[src/rtl/text_pixel_generator.sv]
// Purpose : turns text-grid coordinates and load/draw strobes into a 4-bit colour index per pixel.
// Latency : colour and syncs are 1 cycle after the inputs. Text RAM and font ROM reads each take 1 cycle.
// Backpressure: none; free-running with the timing generator, no stall path.
//
// Ports:
//   clk, reset                   : pixel clock; asynchronous, active-high reset
//   hsync, vsync, drawing        : raw timing from the timing generator
//   clk_load_char/_design/_draw  : per-cell fetch and draw strobes
//   xtext, ytext, ychar          : cell column, cell row and scanline within the cell
//   cursor_x, cursor_y, cursor_en: hardware cursor position and enable
//   text_addr/text_rd/text_data  : synchronous text RAM port
//   font_addr/font_rd/font_data  : synchronous font ROM port
//   hsync_o, vsync_o, color      : outputs to the palette/DAC stage
module text_pixel_generator #(
    parameter int TEXTCOLS   = 100,
    parameter int TEXTROWS   = 60,
    parameter int CHARHEIGHT = 10,
    parameter int TEXT_AW    = 13,
    parameter int BLINK_BIT  = 5
) (
    input  logic               clk,
    input  logic               reset,
    input  logic               hsync,
    input  logic               vsync,
    input  logic               drawing,
    input  logic               clk_load_char,
    input  logic               clk_load_design,
    input  logic               clk_draw_char,
    input  logic [6:0]         xtext,
    input  logic [5:0]         ytext,
    input  logic [3:0]         ychar,
    input  logic [6:0]         cursor_x,
    input  logic [5:0]         cursor_y,
    input  logic               cursor_en,
    output logic [TEXT_AW-1:0] text_addr,
    output logic               text_rd,
    input  logic [15:0]        text_data,
    output logic [11:0]        font_addr,
    output logic               font_rd,
    input  logic [7:0]         font_data,
    output logic               hsync_o,
    output logic               vsync_o,
    output logic [3:0]         color
);

    localparam logic [6:0] COLS_LIM   = 7'(TEXTCOLS);
    localparam logic [5:0] ROWS_LIM   = 6'(TEXTROWS);
    localparam logic [3:0] CURSOR_Y0  = 4'(CHARHEIGHT - 2);

    // fetch side
    logic        load_d1;
    logic        design_d1;
    logic [6:0]  x_lat;
    logic [5:0]  y_lat;
    logic [15:0] cell_q;

    // pending cell: fully fetched, waiting for its draw strobe
    logic [7:0]  glyph_pend;
    logic [3:0]  fg_pend;
    logic [2:0]  bg_pend;
    logic        blink_pend;
    logic        cursor_pend;

    // draw side
    logic [7:0]  shift_q;
    logic [3:0]  fg_q;
    logic [2:0]  bg_q;
    logic        blink_q;
    logic        cursor_q;

    logic [7:0]  frame_cnt;

    logic        cursor_hit;
    logic        pix_bit;
    logic [3:0]  pix_fg;
    logic [2:0]  pix_bg;
    logic        pix_blink;
    logic        pix_cursor;
    logic        phase;
    logic [3:0]  fg_eff;
    logic        pix_on;
    logic [3:0]  color_d;

    // Memory ports are gated by reset so the bus reads idle while reset is held.
    assign text_rd   = clk_load_char & ~reset;
    assign text_addr = text_rd ? (TEXT_AW'(ytext) * TEXT_AW'(TEXTCOLS) + TEXT_AW'(xtext))
                               : '0;
    assign font_rd   = clk_load_design & ~reset;
    assign font_addr = font_rd ? {cell_q[7:0], ychar} : 12'd0;

    // Cursor match uses the coordinates latched with the text fetch, because
    // xtext/ytext have already moved on by the time the glyph comes back.
    // The explicit range check keeps an off-screen cursor from ever matching.
    assign cursor_hit = cursor_en
                      && (x_lat == cursor_x) && (y_lat == cursor_y)
                      && (cursor_x < COLS_LIM) && (cursor_y < ROWS_LIM)
                      && (ychar >= CURSOR_Y0);

    always_ff @(posedge clk or posedge reset) begin
        if (reset) begin
            load_d1     <= 1'b0;
            design_d1   <= 1'b0;
            x_lat       <= '0;
            y_lat       <= '0;
            cell_q      <= '0;
            glyph_pend  <= '0;
            fg_pend     <= '0;
            bg_pend     <= '0;
            blink_pend  <= 1'b0;
            cursor_pend <= 1'b0;
        end else begin
            load_d1   <= clk_load_char;
            design_d1 <= clk_load_design;
            if (clk_load_char) begin
                x_lat <= xtext;
                y_lat <= ytext;
            end
            // RAM data is valid in the cycle after the read strobe.
            if (load_d1) begin
                cell_q <= text_data;
            end
            if (design_d1) begin
                glyph_pend  <= font_data;
                fg_pend     <= cell_q[11:8];
                bg_pend     <= cell_q[14:12];
                blink_pend  <= cell_q[15];
                cursor_pend <= cursor_hit;
            end
        end
    end

    // On the draw strobe the first pixel comes straight from the pending
    // registers; the rest of the cell comes out of the shift register.
    always_comb begin
        pix_bit    = shift_q[7];
        pix_fg     = fg_q;
        pix_bg     = bg_q;
        pix_blink  = blink_q;
        pix_cursor = cursor_q;
        if (clk_draw_char) begin
            pix_bit    = glyph_pend[7];
            pix_fg     = fg_pend;
            pix_bg     = bg_pend;
            pix_blink  = blink_pend;
            pix_cursor = cursor_pend;
        end
    end

    assign phase  = frame_cnt[BLINK_BIT];
    assign fg_eff = (pix_blink && phase) ? {1'b0, pix_bg} : pix_fg;
    // The cursor shows only in the "on" half of the blink period.
    assign pix_on = pix_bit | (pix_cursor & ~phase);

    always_comb begin
        color_d = 4'd0;
        if (drawing) begin
            color_d = pix_on ? fg_eff : {1'b0, pix_bg};
        end
    end

    always_ff @(posedge clk or posedge reset) begin
        if (reset) begin
            shift_q  <= '0;
            fg_q     <= '0;
            bg_q     <= '0;
            blink_q  <= 1'b0;
            cursor_q <= 1'b0;
        end else if (clk_draw_char) begin
            shift_q  <= {glyph_pend[6:0], 1'b0};
            fg_q     <= fg_pend;
            bg_q     <= bg_pend;
            blink_q  <= blink_pend;
            cursor_q <= cursor_pend;
        end else if (drawing) begin
            shift_q  <= {shift_q[6:0], 1'b0};
        end
    end

    // vsync_o doubles as the previous vsync sample for falling-edge detection.
    always_ff @(posedge clk or posedge reset) begin
        if (reset) begin
            color     <= 4'd0;
            hsync_o   <= 1'b1;
            vsync_o   <= 1'b1;
            frame_cnt <= '0;
        end else begin
            color   <= color_d;
            hsync_o <= hsync;
            vsync_o <= vsync;
            if (vsync_o && !vsync) begin
                frame_cnt <= frame_cnt + 8'd1;
            end
        end
    end

endmodule
[config.mk]
export PLATFORM = sky130hd
export DESIGN_NAME = text_pixel_generator
export DESIGN_NICKNAME = d
export VERILOG_FILES = /design/src/rtl/text_pixel_generator.sv
export SDC_FILE = /design/constraint.sdc
export NUM_CORES = 1
export LEC_CHECK = 0
export ABC_CLOCK_PERIOD_IN_PS = 5070
export BUFFER_PORTS_ARGS = -buffer_cell sky130_fd_sc_hd__clkbuf_2
export CAP_MARGIN = 25
export CORE_MARGIN = 10
export CORE_UTILIZATION = 54
export CTS_BUF_LIST = sky130_fd_sc_hd__clkbuf_16
export DETAILED_ROUTE_END_ITERATION = 10
export PLACE_DENSITY = 0.9
export SYNTH_ARGS = -nofsm -noshare
export SYNTH_HDL_FRONTEND = slang
export SYNTH_SLANG_ARGS = --single-unit
[constraint.sdc]
create_clock -name clk -period 5.07 [get_ports clk]
set_input_delay 0.7605 -clock clk [delete_from_list [all_inputs] [get_ports clk]]
set_output_delay 0.7605 -clock clk [all_outputs]
set_load 0.02 [all_outputs]
==> flow_summary.ini, run 1 <==
[logic_synthesis]
ys_seq_area_share_pct = 47.4
synthCells = 335
ys_ff_latch = 76
synthFlopType = dfrtp_1
synth_nets = 429
synth_cell_types = 46
yosys-top-cells-area = dfrtp_1, mux2_2, ha_1
async_reset_ff_share_pct = 100
synth_top_area_cell = dfrtp_1
yosysTopAreaCellShare_pct = 46.1
synth.cell_area_sq_um = 4020
synth_edf_count = 0
syn_area_per_cell_sq_um = 12.0
ys_warn_count = 0

[timing]
max_freq_ghz = 0.223
worst_slew_pin_slew_ps = 908
worst_clock_skew_ps = 2.89
post-route-period-util_pct = 88.3
hold_violations = 0
maxSlewViolCount = 0
min_period_ps = 4470
rsz0062_at_grt = false
setup_viol = 0
worst_hold_slack_ps = 486
slew_headroom_pct = 39.4
setup_tns_ps = 0

[clock_network]
cts-root-buf = clkbuf_16
cts_max_path_buffers = 2
clk_latency_ps = 320
clk_pin_slew_ps = 60
post-cts-setup-buffers = 0
cts_tree = yes
ctsResizeCount = 0
cts_buffers = 9
htree_num_levels = 3
clock_sinks = 76
hold_buffers = 0

[drt]
totalWireLength_mm = 9.17
viasPerCell = 5.44
wl_met2_mm = 4.77
first_pass_iters = 4
wl_met1_mm = 3.84
num_vias = 2904
met3_length_um = 420
drtIter0Drc = 115
ant_nets = 0
wl_per_cell_um = 17.2
drc_errors = 0
top_layer = met4

[floorplan]
die_h_um = 106
core_sq_um = 7250
initial_utilization_pct = 55.4
dieArea_sq_um = 11300
ioPinCount = 96
rows = 31
die_w_um = 106

[job]
drv_cap = 0

[setup_path]
end_kind = output port
worstRegToRegCells = 4
crit_path_max_fanout = 5
path_class = input pin to output port
cp_data_required_time_ps = 4310
r2r_end = cursor_pend
critPathArrivalTime_ps = 3710
cp-start-kind = input pin
crit_path_end = text_addr[11]
r2r_start = design_d1
startpoint = ytext[1]
r2r_slack_ps = 3300

[place]
placed_area_sq_um = 4580
dpl.hpwl_mm = 6.94
io_buffers = 95
place_congestion = 0.858

[hold_path]
hold_class = flop to flop

[pwr]
ir_drop_uv = 230
power.leakage_uw = 0.00236
powerDensity_nw_per_um2 = 372
total_power_uw = 1820

[grt]
overflow = 0
grt_pass1_vias = 3131
grt_usage_pct = 16.2
grt_max_degree = 77
antenna_found_initial = 0
grt_pass1_wl_mm = 15.1

[cells_and_area]
final_util_pct = 67.5
final_cell_area_sq_um = 4900
area_growth_pct = 21.8
final_nets = 525
nFillCells = 514
drive_above_1_share_pct = 40.0
antenna_cells = 0

[status]
status = finished, final reports clean
==> synthesized netlist by cell type, types with 2 or more instances <==
cell and n:
o21ai_0 8, a21oi_1 8, nor2_1 13, inv_1 9
o31ai_1 2, xnor2_1 7, ha_1 29, a211oi_1 4
a21o_1 2, dfstp_2 2, clkbuf_1 8, fa_1 2
o21bai_1 3, dfrtp_1 74, buf_1 2, nor3_1 2
mux2_2 54, and2_1 17, mux2i_1 13, nor4_1 4
nand3_1 5, nand2_1 16, mux2_1 2, o21ai_1 2
nand2b_1 3, nand4_1 3, xor2_1 17, nor2b_1 6
==> layer usage <==
metal / track usage [%] / vias up
met5: 0 / -
met4: 5.32 / 0
met3: 4.59 / 12
met2: 28.5 / 75
met1: 18.6 / 1447
li1: - / 1370
==> kinds of logic after synthesis <==
group	count (synthesis)	synth area share (%)
AND/OR/NAND/NOR	77	10.4
flip-flops	76	47.4
multiplexers	69	18.9
AO/OA/AOI/OAI	37	6.07
adder cells (fa/ha/maj)	31	10.0
XOR/XNOR	24	5.23
buffers and inverters	21	1.99
==> metrics by stage <==
stage	setup WS, ps	instances
floorplan	700	335
global placement	783	519
detailed placement	624	519
CTS	620	534
global route	504	534
finish	595	534
==> registers in the layout, summed over array words and instances (netlist names) <==
name / flops
design_d1: 1
shift_q: 7
bg_q: 3
fg_q: 4
fg_pend: 4
glyph_pend: 8
cursor_q: 1
blink_q: 1
cursor_pend: 1
color: 4
blink_pend: 1
load_d1: 1
vsync_o: 1
x_lat: 7
bg_pend: 3
hsync_o: 1
frame_cnt: 6
y_lat: 6
cell_q: 16
==> critical path: stages <==
cell	delay, ps
clkbuf_2	140
ha_1	310
ha_1	300
ha_1	300
inv_1	60
fa_1	490
nand2b_1	190
a21oi_1	160
xnor2_1	150
nor4_1	390
mux2i_1	260
clkbuf_2	200
==> final cells by class <==
cell class                 count  area (sq um)  area share, %
multi-input combinational    238          2040           41.6
sequential                    76          1900           38.9
timing repair buffer          96           483           9.86
clock buffer                   9           225           4.60
tap                           99           124           2.53
clock inverter                 6          88.8           1.81
inverter                      10          37.5          0.766
==> worst min-delay path by stage <==
stage | from | to | slack [ps] | depth (start not counted)
2_1_floorplan | frame_cnt[5] | frame_cnt[5] | 440 | 1
3_3_place_gp | frame_cnt[4] | frame_cnt[4] | 460 | 1
3_5_place_dp | frame_cnt[4] | frame_cnt[4] | 460 | 1
4_1_cts | frame_cnt[5] | frame_cnt[5] | 490 | 1
5_1_grt | frame_cnt[5] | frame_cnt[5] | 510 | 1
6_report | frame_cnt[5] | frame_cnt[5] | 490 | 1
==> cell usage in the layout, fill, tap and decap left out, drive strengths merged, types with 4 or more instances in the layout <==
master / instances
nand2: 16
a21oi: 8
ha: 29
a211oi: 5
mux2i: 13
and2: 18
o21ai: 11
nor2: 13
nand2b: 4
clkbuf: 104
nand3: 5
nor2b: 6
mux2: 56
inv: 11
dfrtp: 74
nor4: 5
xnor2: 7
xor2: 17
==> where the power goes <==
group          switching [uW]  total, uW  internal [uW]
sequential               57.2        752            695
combinational             218        409            191
clock                     234        662            428
Power figures use the tool's default switching activity.
==> inputs of run 2 (changes only) <==
--- a/config.mk
+++ b/config.mk
@@ -6,7 +6,7 @@
 export NUM_CORES = 1
 export LEC_CHECK = 0
 export ABC_CLOCK_PERIOD_IN_PS = 5070
-export BUFFER_PORTS_ARGS = -buffer_cell sky130_fd_sc_hd__clkbuf_2
+export BUFFER_PORTS_ARGS = -buffer_cell sky130_fd_sc_hd__buf_2
 export CAP_MARGIN = 25
 export CORE_MARGIN = 10
 export CORE_UTILIZATION = 54
==> flow_summary.ini, run 2 (same netlist as run 1, synthesis figures left out) <==
[cells_and_area]
drive_above_1_share_pct = 40.0
final_nets = 525
area_growth_pct = 21.3
regMostFlops = cell_q
stdcell_count = 535
largestRegisters = cell_q: 16 flops, glyph_pend: 8 flops
largest_register_ffs = 16
final_common_cell = buf_2
layout_common_cells = buf_2, dfrtp_1, mux2_2

[setup_path]
end_kind = output port
cp-start-kind = input pin
critPathArrivalTime_ps = 3650
startpoint = ytext[1]
r2r_start = design_d1
crit_path_max_fanout = 5
path_class = input pin to output port
cp_data_required_time_ps = 4310

[timing]
worst_clock_skew_ps = 5.37
max_freq_ghz = 0.227
post-route-period-util_pct = 87.0
setup_ws_ps = 659
min_period_ps = 4410
maxSlewViolCount = 0
slew_headroom_pct = 37.6
setup_tns_ps = 0
setup_viol = 0
rsz0062_at_grt = false
hold_violations = 0
worst_hold_slack_ps = 476
worst_slew_pin_slew_ps = 937

[clock_network]
htree_num_levels = 3
cts_max_path_buffers = 2
cts-root-buf = clkbuf_16
clk_pin_slew_ps = 50
cts_buffers = 9
cts_tree = yes
clk_latency_ps = 320
ctsResizeCount = 0
hold_buffers = 0
post-cts-setup-buffers = 0
clock_sinks = 76

[floorplan]
initial_utilization_pct = 55.4
dieArea_sq_um = 11300
rows = 31
die_h_um = 106
die_w_um = 106
ioPinCount = 96
core_sq_um = 7250

[drt]
drc_errors = 0
wl_per_cell_um = 17.0
viasPerCell = 5.40
totalWireLength_mm = 9.08
drtIter0Drc = 142
first_pass_iters = 4
ant_nets = 0
num_vias = 2888

[pwr]
ir_drop_uv = 284
power.leakage_uw = 0.00235
powerDensity_nw_per_um2 = 363

[status]
status = finished, final reports clean

[place]
place_congestion = 0.853
dp_cells = 519
io_buffers = 95
dp_slack_ps = 679
dpl.hpwl_mm = 6.92

[grt]
grt_max_degree = 77
grt_pass1_wl_mm = 15.2
antenna_found_initial = 1
overflow = 0
grt_usage_pct = 16.1
grt_pass1_vias = 3193

[hold_path]
hold_class = flop to flop
worstHoldStart = frame_cnt[5]

[job]
drv_cap = 0
## run 2: final timing paths
path	endpoint	cells after the start	slack (ps)
setup / recovery	text_addr[11]	12	660
hold / removal	frame_cnt[5]	1	480
setup reg to reg	cursor_pend	4	3210
hold reg to reg	frame_cnt[5]	1	480
max in group asynchronous	blink_q	3	3680
min in group asynchronous	cell_q[6]	3	770
## run 2: layout make-up
cell class / instances / area [sq um]
Multi-Input combinational cell: 238 / 2040
Fill cell: 545 / 2380
Inverter: 10 / 37.5
Clock inverter: 6 / 65.1
Antenna cell: 1 / 2.50
Tap cell: 99 / 124
Sequential cell: 76 / 1900
Clock buffer: 9 / 225
Timing Repair Buffer: 96 / 483
## run 2: where the power goes
group	switching, uW	total [uW]	internal, uW
Sequential	56.0	750	694
Clock	236	615	379
Combinational	215	407	192
Total	508	1770	1260
## run 2: per-stage QoR
stage / cell area, sq um / total power, uW / util [%]
2_1_floorplan: 4020 / 1040 / -
3_3_place_gp: 4580 / 1140 / 63.2
3_5_place_dp: 4580 / 1170 / 63.2
4_1_cts: 4870 / 1780 / 67.2
5_1_grt: 4880 / 1870 / 67.2
6_report: 4880 / 1770 / 67.2
## run 2: metal layers
layer / part of all wire [%] / GRT usage [%]
met2: 52 / 28.5
met3: 4.5 / 3.80
met5: 0 / 0
met4: 1.3 / 4.93
met1: 42 / 19.0
## run 2: worst max-delay path, cell delays in order
cell and delay [ps]:
buf_2 140, ha_1 300, ha_1 300, ha_1 300, inv_1 60, fa_1 480
nand2b_1 190, a21oi_1 170, xnor2_1 150, nor4_1 380, mux2i_1 240, buf_2 190
==> inputs of run 3 (changes only) <==
--- a/config.mk
+++ b/config.mk
@@ -13,6 +13,8 @@
 export CTS_BUF_LIST = sky130_fd_sc_hd__clkbuf_16
 export DETAILED_ROUTE_END_ITERATION = 10
 export PLACE_DENSITY = 0.9
+export REMOVE_ABC_BUFFERS = 1
+export SETUP_SLACK_MARGIN = 0.02
 export SYNTH_ARGS = -nofsm -noshare
 export SYNTH_HDL_FRONTEND = slang
 export SYNTH_SLANG_ARGS = --single-unit
==> flow_summary.ini, run 3 (same netlist as run 1, synthesis figures left out) <==
[status]
status = finished, final reports clean

[drt]
num_vias = 2917
viasPerCell = 5.45
totalWireLength_mm = 8.97
wl_per_cell_um = 16.8
first_pass_iters = 4
ant_nets = 0
drc_errors = 0
drtIter0Drc = 140

[timing]
max_freq_ghz = 0.225
setup_tns_ps = 0
worst_slew_pin_slew_ps = 901
maxSlewViolCount = 0
worst_clock_skew_ps = 7.57
post-route-period-util_pct = 87.8
worst_hold_slack_ps = 295
setup_viol = 0
rsz0062_at_grt = false
min_period_ps = 4450
hold_violations = 0
slew_headroom_pct = 39.9

[clock_network]
hold_buffers = 0
cts_max_path_buffers = 2
clock_sinks = 76
clk_pin_slew_ps = 50
cts_buffers = 9
htree_num_levels = 3
ctsResizeCount = 0
clk_latency_ps = 330
post-cts-setup-buffers = 0
cts-root-buf = clkbuf_16
cts_tree = yes

[grt]
overflow = 0
antenna_found_initial = 0
grt_pass1_wl_mm = 14.5
grt_pass1_vias = 3091
grt_usage_pct = 15.7
grt_max_degree = 76

[cells_and_area]
largestRegisters = cell_q: 16 flops, glyph_pend: 8 flops
area.sequential_sq_um = 1900
drive_above_1_share_pct = 39.9
antenna_cells = 0
multi_input_area_sq_um = 2040
regMostFlops = cell_q
area_growth_pct = 21.9
final_common_cell = buf_2
nFillCells = 549
layout_common_cells = buf_2, dfrtp_1, mux2_2
final_nets = 525
largest_register_ffs = 16

[floorplan]
die_h_um = 106
die_w_um = 106
ioPinCount = 96
core_sq_um = 7250
rows = 31
initial_utilization_pct = 55.4
dieArea_sq_um = 11300

[setup_path]
crit_chain = buf_2 > ha_1 > ha_1 > ha_1 > inv_1 > fa_1 > nand2b_1 > a21oi_1 > xnor2_1 > nor4_1 > mux2i_1 > buf_2
cp_data_required_time_ps = 4310
critPathArrivalTime_ps = 3690
slowest_stage = fa_1
crit_top_cell = ha_1
max_stage_delay_ps = 500
path_class = input pin to output port
cp-start-kind = input pin
end_kind = output port
crit_path_max_fanout = 5

[place]
dpl.hpwl_mm = 6.76
place_congestion = 0.821
io_buffers = 95

[pwr]
ir_drop_uv = 193
powerDensity_nw_per_um2 = 373
power.leakage_uw = 0.00237

[hold_path]
hold_class = input pin to asynchronous set/reset pin

[job]
drv_cap = 0
[run 3: path summary, 6_finish.rpt]
path,depth (start not counted),from,endpoint,slack (ps)
setup / recovery,12,ytext[1],text_addr[11],620
hold / removal,2,reset,design_d1,300
setup reg to reg,4,design_d1,cursor_pend,3230
hold reg to reg,2,glyph_pend[5],shift_q[6],480
max in group asynchronous,3,reset,cell_q[15],3720
min in group clk,2,glyph_pend[5],shift_q[6],480
[run 3: cell type report]
class | count | share of cell area, %
Timing Repair Buffer | 96 | 9.86
Tap cell | 99 | 2.53
Multi-Input combinational cell | 238 | 41.5
Sequential cell | 76 | 38.9
Clock inverter | 7 | 1.84
Inverter | 10 | 0.766
Clock buffer | 9 | 4.60
[run 3: where the power goes]
group | total, uW | switching (uW) | internal [uW]
registers | 750 | 55.6 | 694
logic | 411 | 219 | 192
clock network | 668 | 239 | 429
[run 3: metrics by stage]
stage                     utilization [%]  setup WS, ps  area [sq um]  cells  power, uW
final                                67.6           621          4900    535       1830
after global routing                 67.6           509          4900    535       1920
after CTS                            67.6           632          4900    535       1840
after detailed placement             63.2           628          4580    519       1170
after global placement               63.2           800          4580    519       1140
after floorplan                         -           700          3980    324       1040
[run 3: worst max-delay path: cells and delay by family]
| family | cells | cell delay [ps] |
|---|---|---|
| AO/OA/AOI/OAI | 1 | 160 |
| multiplexers | 1 | 240 |
| XOR/XNOR | 1 | 160 |
| buffers and inverters | 3 | 400 |
| adder cells (fa/ha/maj) | 4 | 1390 |
| AND/OR/NAND/NOR | 2 | 570 |
[run 3: layer usage]
metal	share of wire (%)	vias to the layer above	GRT usage, %
met5	0	-	0
met4	1.9	0	6.58
met3	8.2	15	5.74
met2	48	112	26.1
met1	42	1413	17.9
li1	-	1377	-
